### config.mk
export PLATFORM = sky130hd
export DESIGN_NAME = move_entry
export DESIGN_NICKNAME = d
export VERILOG_FILES = /design/src/rtl/game_pkg.sv /design/src/rtl/btn_debounce.sv /design/src/rtl/move_entry.sv
export SDC_FILE = /design/constraint.sdc
export NUM_CORES = 1
export LEC_CHECK = 0
export CORE_ASPECT_RATIO = 1.75
export CORE_MARGIN = 3
export CORE_UTILIZATION = 45
export DETAILED_ROUTE_END_ITERATION = 16
export REMOVE_ABC_BUFFERS = 1
export SLEW_MARGIN = 10
export SYNTH_ARGS = -nofsm -noshare
export SYNTH_HDL_FRONTEND = slang
export SYNTH_SLANG_ARGS = --single-unit
export TNS_END_PERCENT = 1
### constraint.sdc
create_clock -name clk -period 4.5 [get_ports clk]
set_clock_uncertainty 0.05 [all_clocks]
set_input_delay 0.9 -clock clk [delete_from_list [all_inputs] [get_ports clk]]
set_output_delay 0.9 -clock clk [all_outputs]
set_load 0.02 [all_outputs]
### src/rtl/game_pkg.sv
// Shared tic-tac-toe definitions: board size, move-entry FSM states and a
// popcount helper used to validate button presses.
package game_pkg;

  localparam int NUM_CELLS  = 9;
  localparam int CELL_IDX_W = 4;
  localparam logic [CELL_IDX_W-1:0] MAX_MOVES = CELL_IDX_W'(NUM_CELLS);

  typedef enum logic [1:0] {
    IDLE,
    ISSUE,
    RELEASE,
    LOCKED
  } move_state_t;

  function automatic logic [CELL_IDX_W-1:0] popcount(input logic [NUM_CELLS-1:0] v);
    logic [CELL_IDX_W-1:0] n;
    n = '0;
    for (int i = 0; i < NUM_CELLS; i++) begin
      n = n + CELL_IDX_W'(v[i]);
    end
    return n;
  endfunction

endpackage

### src/rtl/btn_debounce.sv
// Single-bit 2-FF synchronizer followed by a debounce counter; the debounced
// level flips only after DEBOUNCE_CYCLES consecutive disagreeing samples.
module btn_debounce #(
  parameter int DEBOUNCE_CYCLES = 16
) (
  input  logic clk,
  input  logic rst,
  input  logic btn_raw,
  output logic db
);

  localparam int CW = (DEBOUNCE_CYCLES > 2) ? $clog2(DEBOUNCE_CYCLES) : 1;

  logic          sync1;
  logic          sync2;
  logic [CW-1:0] cnt;

  // The counter runs only while the synchronized sample disagrees with db.
  always_ff @(posedge clk or posedge rst) begin
    if (rst) begin
      sync1 <= 1'b0;
      sync2 <= 1'b0;
      cnt   <= '0;
      db    <= 1'b0;
    end else begin
      sync1 <= btn_raw;
      sync2 <= sync1;
      if (sync2 == db) begin
        cnt <= '0;
      end else if (cnt == CW'(DEBOUNCE_CYCLES - 1)) begin
        db  <= sync2;
        cnt <= '0;
      end else begin
        cnt <= cnt + 1'b1;
      end
    end
  end

endmodule

### src/rtl/move_entry.sv
// Move-entry controller: debounces nine cell buttons and turns each valid
// press into one fixed-width one-hot strobe. Optional MOVE_ENTRY_MOVE_CNT_EN.
module move_entry
  import game_pkg::*;
#(
  parameter int DEBOUNCE_CYCLES = 16,
  parameter int STROBE_CYCLES   = 4
) (
  input  logic                  clk,
  input  logic                  rst,
  input  logic [NUM_CELLS-1:0]  btn,
  input  logic [NUM_CELLS-1:0]  occupied,
  input  logic                  game_over,
  output logic [NUM_CELLS-1:0]  cell_strobe,
  output logic                  reject,
  output logic                  busy
`ifdef MOVE_ENTRY_MOVE_CNT_EN
  ,
  output logic [CELL_IDX_W-1:0] move_count
`endif
);

  localparam int SCW = (STROBE_CYCLES > 1) ? $clog2(STROBE_CYCLES) : 1;

  logic [NUM_CELLS-1:0]  db;
  logic [NUM_CELLS-1:0]  db_q;
  logic [NUM_CELLS-1:0]  press_r;
  logic [CELL_IDX_W-1:0] press_cnt;
  logic                  press_any;
  logic                  press_good;
  logic [SCW-1:0]        scnt;
  move_state_t           state;

  for (genvar i = 0; i < NUM_CELLS; i++) begin : g_db
    btn_debounce #(
      .DEBOUNCE_CYCLES(DEBOUNCE_CYCLES)
    ) u_db (
      .clk    (clk),
      .rst    (rst),
      .btn_raw(btn[i]),
      .db     (db[i])
    );
  end

  // Rising edges of the debounced levels, registered so the FSM sees a clean pulse.
  always_ff @(posedge clk or posedge rst) begin
    if (rst) begin
      db_q    <= '0;
      press_r <= '0;
    end else begin
      db_q    <= db;
      press_r <= db & ~db_q;
    end
  end

  assign press_cnt = popcount(press_r);
  assign press_any = |press_r;

`ifdef MOVE_ENTRY_MOVE_CNT_EN
  assign press_good = (press_cnt == CELL_IDX_W'(1)) && ((press_r & occupied) == '0)
                      && (move_count != MAX_MOVES);
`else
  assign press_good = (press_cnt == CELL_IDX_W'(1)) && ((press_r & occupied) == '0);
`endif

  // The strobe is loaded straight from the one-hot press, so it can only be zero or one-hot.
  always_ff @(posedge clk or posedge rst) begin
    if (rst) begin
      state       <= IDLE;
      cell_strobe <= '0;
      scnt        <= '0;
      reject      <= 1'b0;
      busy        <= 1'b0;
`ifdef MOVE_ENTRY_MOVE_CNT_EN
      move_count  <= '0;
`endif
    end else begin
      reject <= 1'b0;
      case (state)
        IDLE: begin
          if (game_over) begin
            state <= LOCKED;
            busy  <= 1'b1;
          end else if (press_good) begin
            state       <= ISSUE;
            cell_strobe <= press_r;
            scnt        <= SCW'(STROBE_CYCLES - 1);
            busy        <= 1'b1;
`ifdef MOVE_ENTRY_MOVE_CNT_EN
            if (move_count != MAX_MOVES) move_count <= move_count + 1'b1;
`endif
          end else if (press_any) begin
            state  <= RELEASE;
            reject <= 1'b1;
            busy   <= 1'b1;
          end
        end
        ISSUE: begin
          if (scnt == '0) begin
            cell_strobe <= '0;
            state       <= RELEASE;
          end else begin
            scnt <= scnt - 1'b1;
          end
        end
        RELEASE: begin
          if (game_over) begin
            state <= LOCKED;
          end else if (db == '0) begin
            state <= IDLE;
            busy  <= 1'b0;
          end
        end
        LOCKED: begin
          state <= LOCKED;
        end
        default: begin
          state       <= IDLE;
          cell_strobe <= '0;
          busy        <= 1'b0;
        end
      endcase
    end
  end

endmodule
==> results.json <==
{
  "worstSkewPairLatency_ps": 340,
  "grt.overflow.total": 0,
  "grt_pass1_vias": 2332,
  "outcome": "completed",
  "rsz0062_at_grt": "false",
  "io_pins": 32,
  "fin_util": 0.556,
  "cp_max_fo": 11,
  "ir_drop_mv": 0.209,
  "startpoint_type": "flop",
  "slowest_stage": "or4_4",
  "post_cts_buffers": 0,
  "powerDensity_mw_per_mm2": 455,
  "ys_ff_latch": 96,
  "place_ws_ps": 236,
  "clk_path_buf_depth": 2,
  "slowest_delay_ps": 580,
  "ctsResizeCount": 0,
  "critical_path.top_delay_family": "adder cells",
  "hpwl_um": 4470,
  "crit_chain": "inv_1 -> fa_1 -> fa_1 -> fa_1 -> fa_1 -> fa_1 -> inv_1 -> a2111oi_4 -> nand4_2 -> or4_4 -> mux2i_1",
  "p_leak_nw": 2.12,
  "worst_pin_slew_ps": 853,
  "drcViolationCount": 0,
  "nets": 381,
  "tns_ps": 0,
  "path_common_cell": "fa_1",
  "clkPwrFrac": 0.374,
  "fin_crit_ps": 4230,
  "layout_common_cells": "dfrtp_1 (96), clkdlybuf4s50_1 (31), inv_1 (24), nor2b_1 (19), xnor2_1 (18)",
  "dr.pass1.iters": 4,
  "final_cell_area_sq_mm": 0.00466,
  "yosys_warnings": 0,
  "via_per_inst": 5.02,
  "cts-root-buf": "clkbuf_16",
  "synthDistinctLibCells": 36,
  "routedWlPerCell_um": 13.6,
  "switching_share": 0.247,
  "yosys.area_share.simple": 0.119,
  "grt_max_degree": 72,
  "core_area_sq_mm": 0.00837,
  "hold_path_class": "reg2reg",
  "syn_to_final_growth_pct": 19.7,
  "initial_core_util": 0.465,
  "place.gp.congestion": 0.859,
  "setup_ws_ps": 267,
  "cp-end-kind": "flop",
  "portBuffers": 31,
  "synthAdderAreaFrac": 0.0675,
  "crit_buf_inv": 2,
  "synth-compound-area-share": 0.0769,
  "synth_cells": 301,
  "setup_violations": 0,
  "numCtsBuffers": 9,
  "crit_type": "reg2reg",
  "power.internal_w": 0.00159,
  "die_area_sq_mm": 0.00984,
  "hold_buffers": 0,
  "finalCritPeriodShare": 0.941,
  "pwr-share-seq": 0.477,
  "combPwrFrac": 0.150,
  "netlist_area_sq_mm": 0.00389,
  "grt_use_total": 0.140,
  "report.final.slew_viol_count": 0,
  "vias": 2319,
  "ys_seq_area_frac": 0.618,
  "layout_commonest_cell": "dfrtp_1",
  "clkSinkCount": 96,
  "cts-htree-levels": 3,
  "p_total_w": 0.00212,
  "synth_mux_area_frac": 0.0492,
  "synth_top_family_by_area": "simple AND/OR/NAND/NOR gates",
  "cp.arrival_ps": 4400,
  "grt_pass1_wl_um": 10700,
  "hold_viol_final": 0,
  "drv_cap": 0,
  "die_w_um": 76.3,
  "drtIter0Drc": 130,
  "avgSynthCellArea_sq_um": 12.9,
  "antennaDiodeCount": 0,
  "relSlewSlack": 0.432,
  "fp.dieH_um": 129,
  "cp.required_ps": 4670,
  "antenna_found_initial": 0,
  "fmax_ghz": 0.236,
  "placed_area_sq_mm": 0.00434,
  "drt.antenna.violating_nets": 0,
  "p_switching_w": 0.000523,
  "fp-row-count": 44,
  "clk_pin_slew_worst_paths_ps": 60,
  "wl_um": 6280,
  "drive_gt1_frac": 0.0893,
  "synthXorXnorAreaFrac": 0.0405,
  "cts_tree": "yes"
}
metrics by stage:
| stage | hold slack, ps | instances |
|---|---|---|
| 6_report | 297 | 462 |
| 5_1_grt | 302 | 462 |
| 4_1_cts | 299 | 462 |
| 3_5_place_dp | 285 | 446 |
| 3_3_place_gp | 282 | 446 |
| 2_1_floorplan | 281 | 298 |
routing by layer:
metal / share of wire / up-vias / track usage
met5: 0 / - / 0
met4: 0.028 / 0 / 0.0790
met3: 0.040 / 12 / 0.0497
met2: 0.52 / 44 / 0.234
met1: 0.41 / 1142 / 0.154
li1: - / 1121 / -
cell usage after synthesis, drive strengths merged:
cell     instances  area (sq um)
nand3b           1          7.51
nand3           10          50.1
o21ai            9          45.0
nand4b           7          61.3
a221oi           1          8.76
ha              13           163
xnor2           18           158
nor4             4          25.0
a21o             2          15.0
a22oi            1          7.51
buf              1          11.3
mux2i            9          90.1
a22o             1          8.76
clkbuf           2          7.51
a211o            1          8.76
a21oi           15          75.1
nor2            15          56.3
a31oi            3          18.8
a222oi           1          10.0
a311oi           4          35.0
nand4            2          18.8
o31ai            2          15.0
nor2b           19           119
mux2             9           101
dfrtp           96          2400
nor3             1          5.00
fa               5           100
nand2           10          37.5
inv             25          93.8
nor3b            8          60.1
or4              1          11.3
and2             2          12.5
o2bb2ai          1          15.0
a2111oi          2          36.3
cell families after synthesis:
| logic type | Yosys count |
|---|---|
| simple gates | 80 |
| buf+inv | 28 |
| compound gates | 43 |
| mux | 18 |
| flops | 96 |
| fa+ha+maj | 18 |
| xor+xnor | 18 |
registers in the layout, indices dropped and copies added (netlist names):
| name | flops |
|---|---|
| scnt | 2 |
| cell_strobe | 9 |
| busy | 1 |
| reject | 1 |
| g_db.u_db.db | 9 |
| state | 2 |
| press_r | 9 |
| g_db.u_db.cnt | 36 |
| db_q | 9 |
| g_db.u_db.sync1 | 9 |
| g_db.u_db.sync2 | 9 |
final timing paths:
kind	from	to	slack [ps]	cells past startpoint
min in group asynchronous	rst	g_db[0].u_db.db$_DFFE_PP0P_	1050	2
max in group asynchronous	rst	g_db[2].u_db.cnt[0]$_DFF_PP0_	2620	3
worst max-delay path	press_r[3]$_DFF_PP0_	cell_strobe[3]$_DFFE_PP0P_	270	11
worst min register to register	g_db[5].u_db.sync1$_DFF_PP0_	g_db[5].u_db.sync2$_DFF_PP0_	300	0
worst min-delay path	g_db[5].u_db.sync1$_DFF_PP0_	g_db[5].u_db.sync2$_DFF_PP0_	300	0
worst max register to register	press_r[3]$_DFF_PP0_	cell_strobe[3]$_DFFE_PP0P_	270	11
layout make-up:
class                      count  area, sq um
clock buffer                  10          229
clock inverter                 6         83.8
fill                         718         3710
inverter                      25         96.3
multi-input combinational    177         1380
sequential                    96         2400
tap                          115          144
timing repair buffer          33          325
power groups by stage:
stage               registers [W]  clock network (W)  logic, W
finish                    0.00101           0.000791  0.000316
global route              0.00102           0.000857  0.000352
CTS                       0.00101           0.000817  0.000323
detailed placement        0.00103                  0  0.000321
global placement          0.00102                  0  0.000315
floorplan                 0.00107                  0  0.000124
Note: power is estimated with default switching activity, not from simulation.
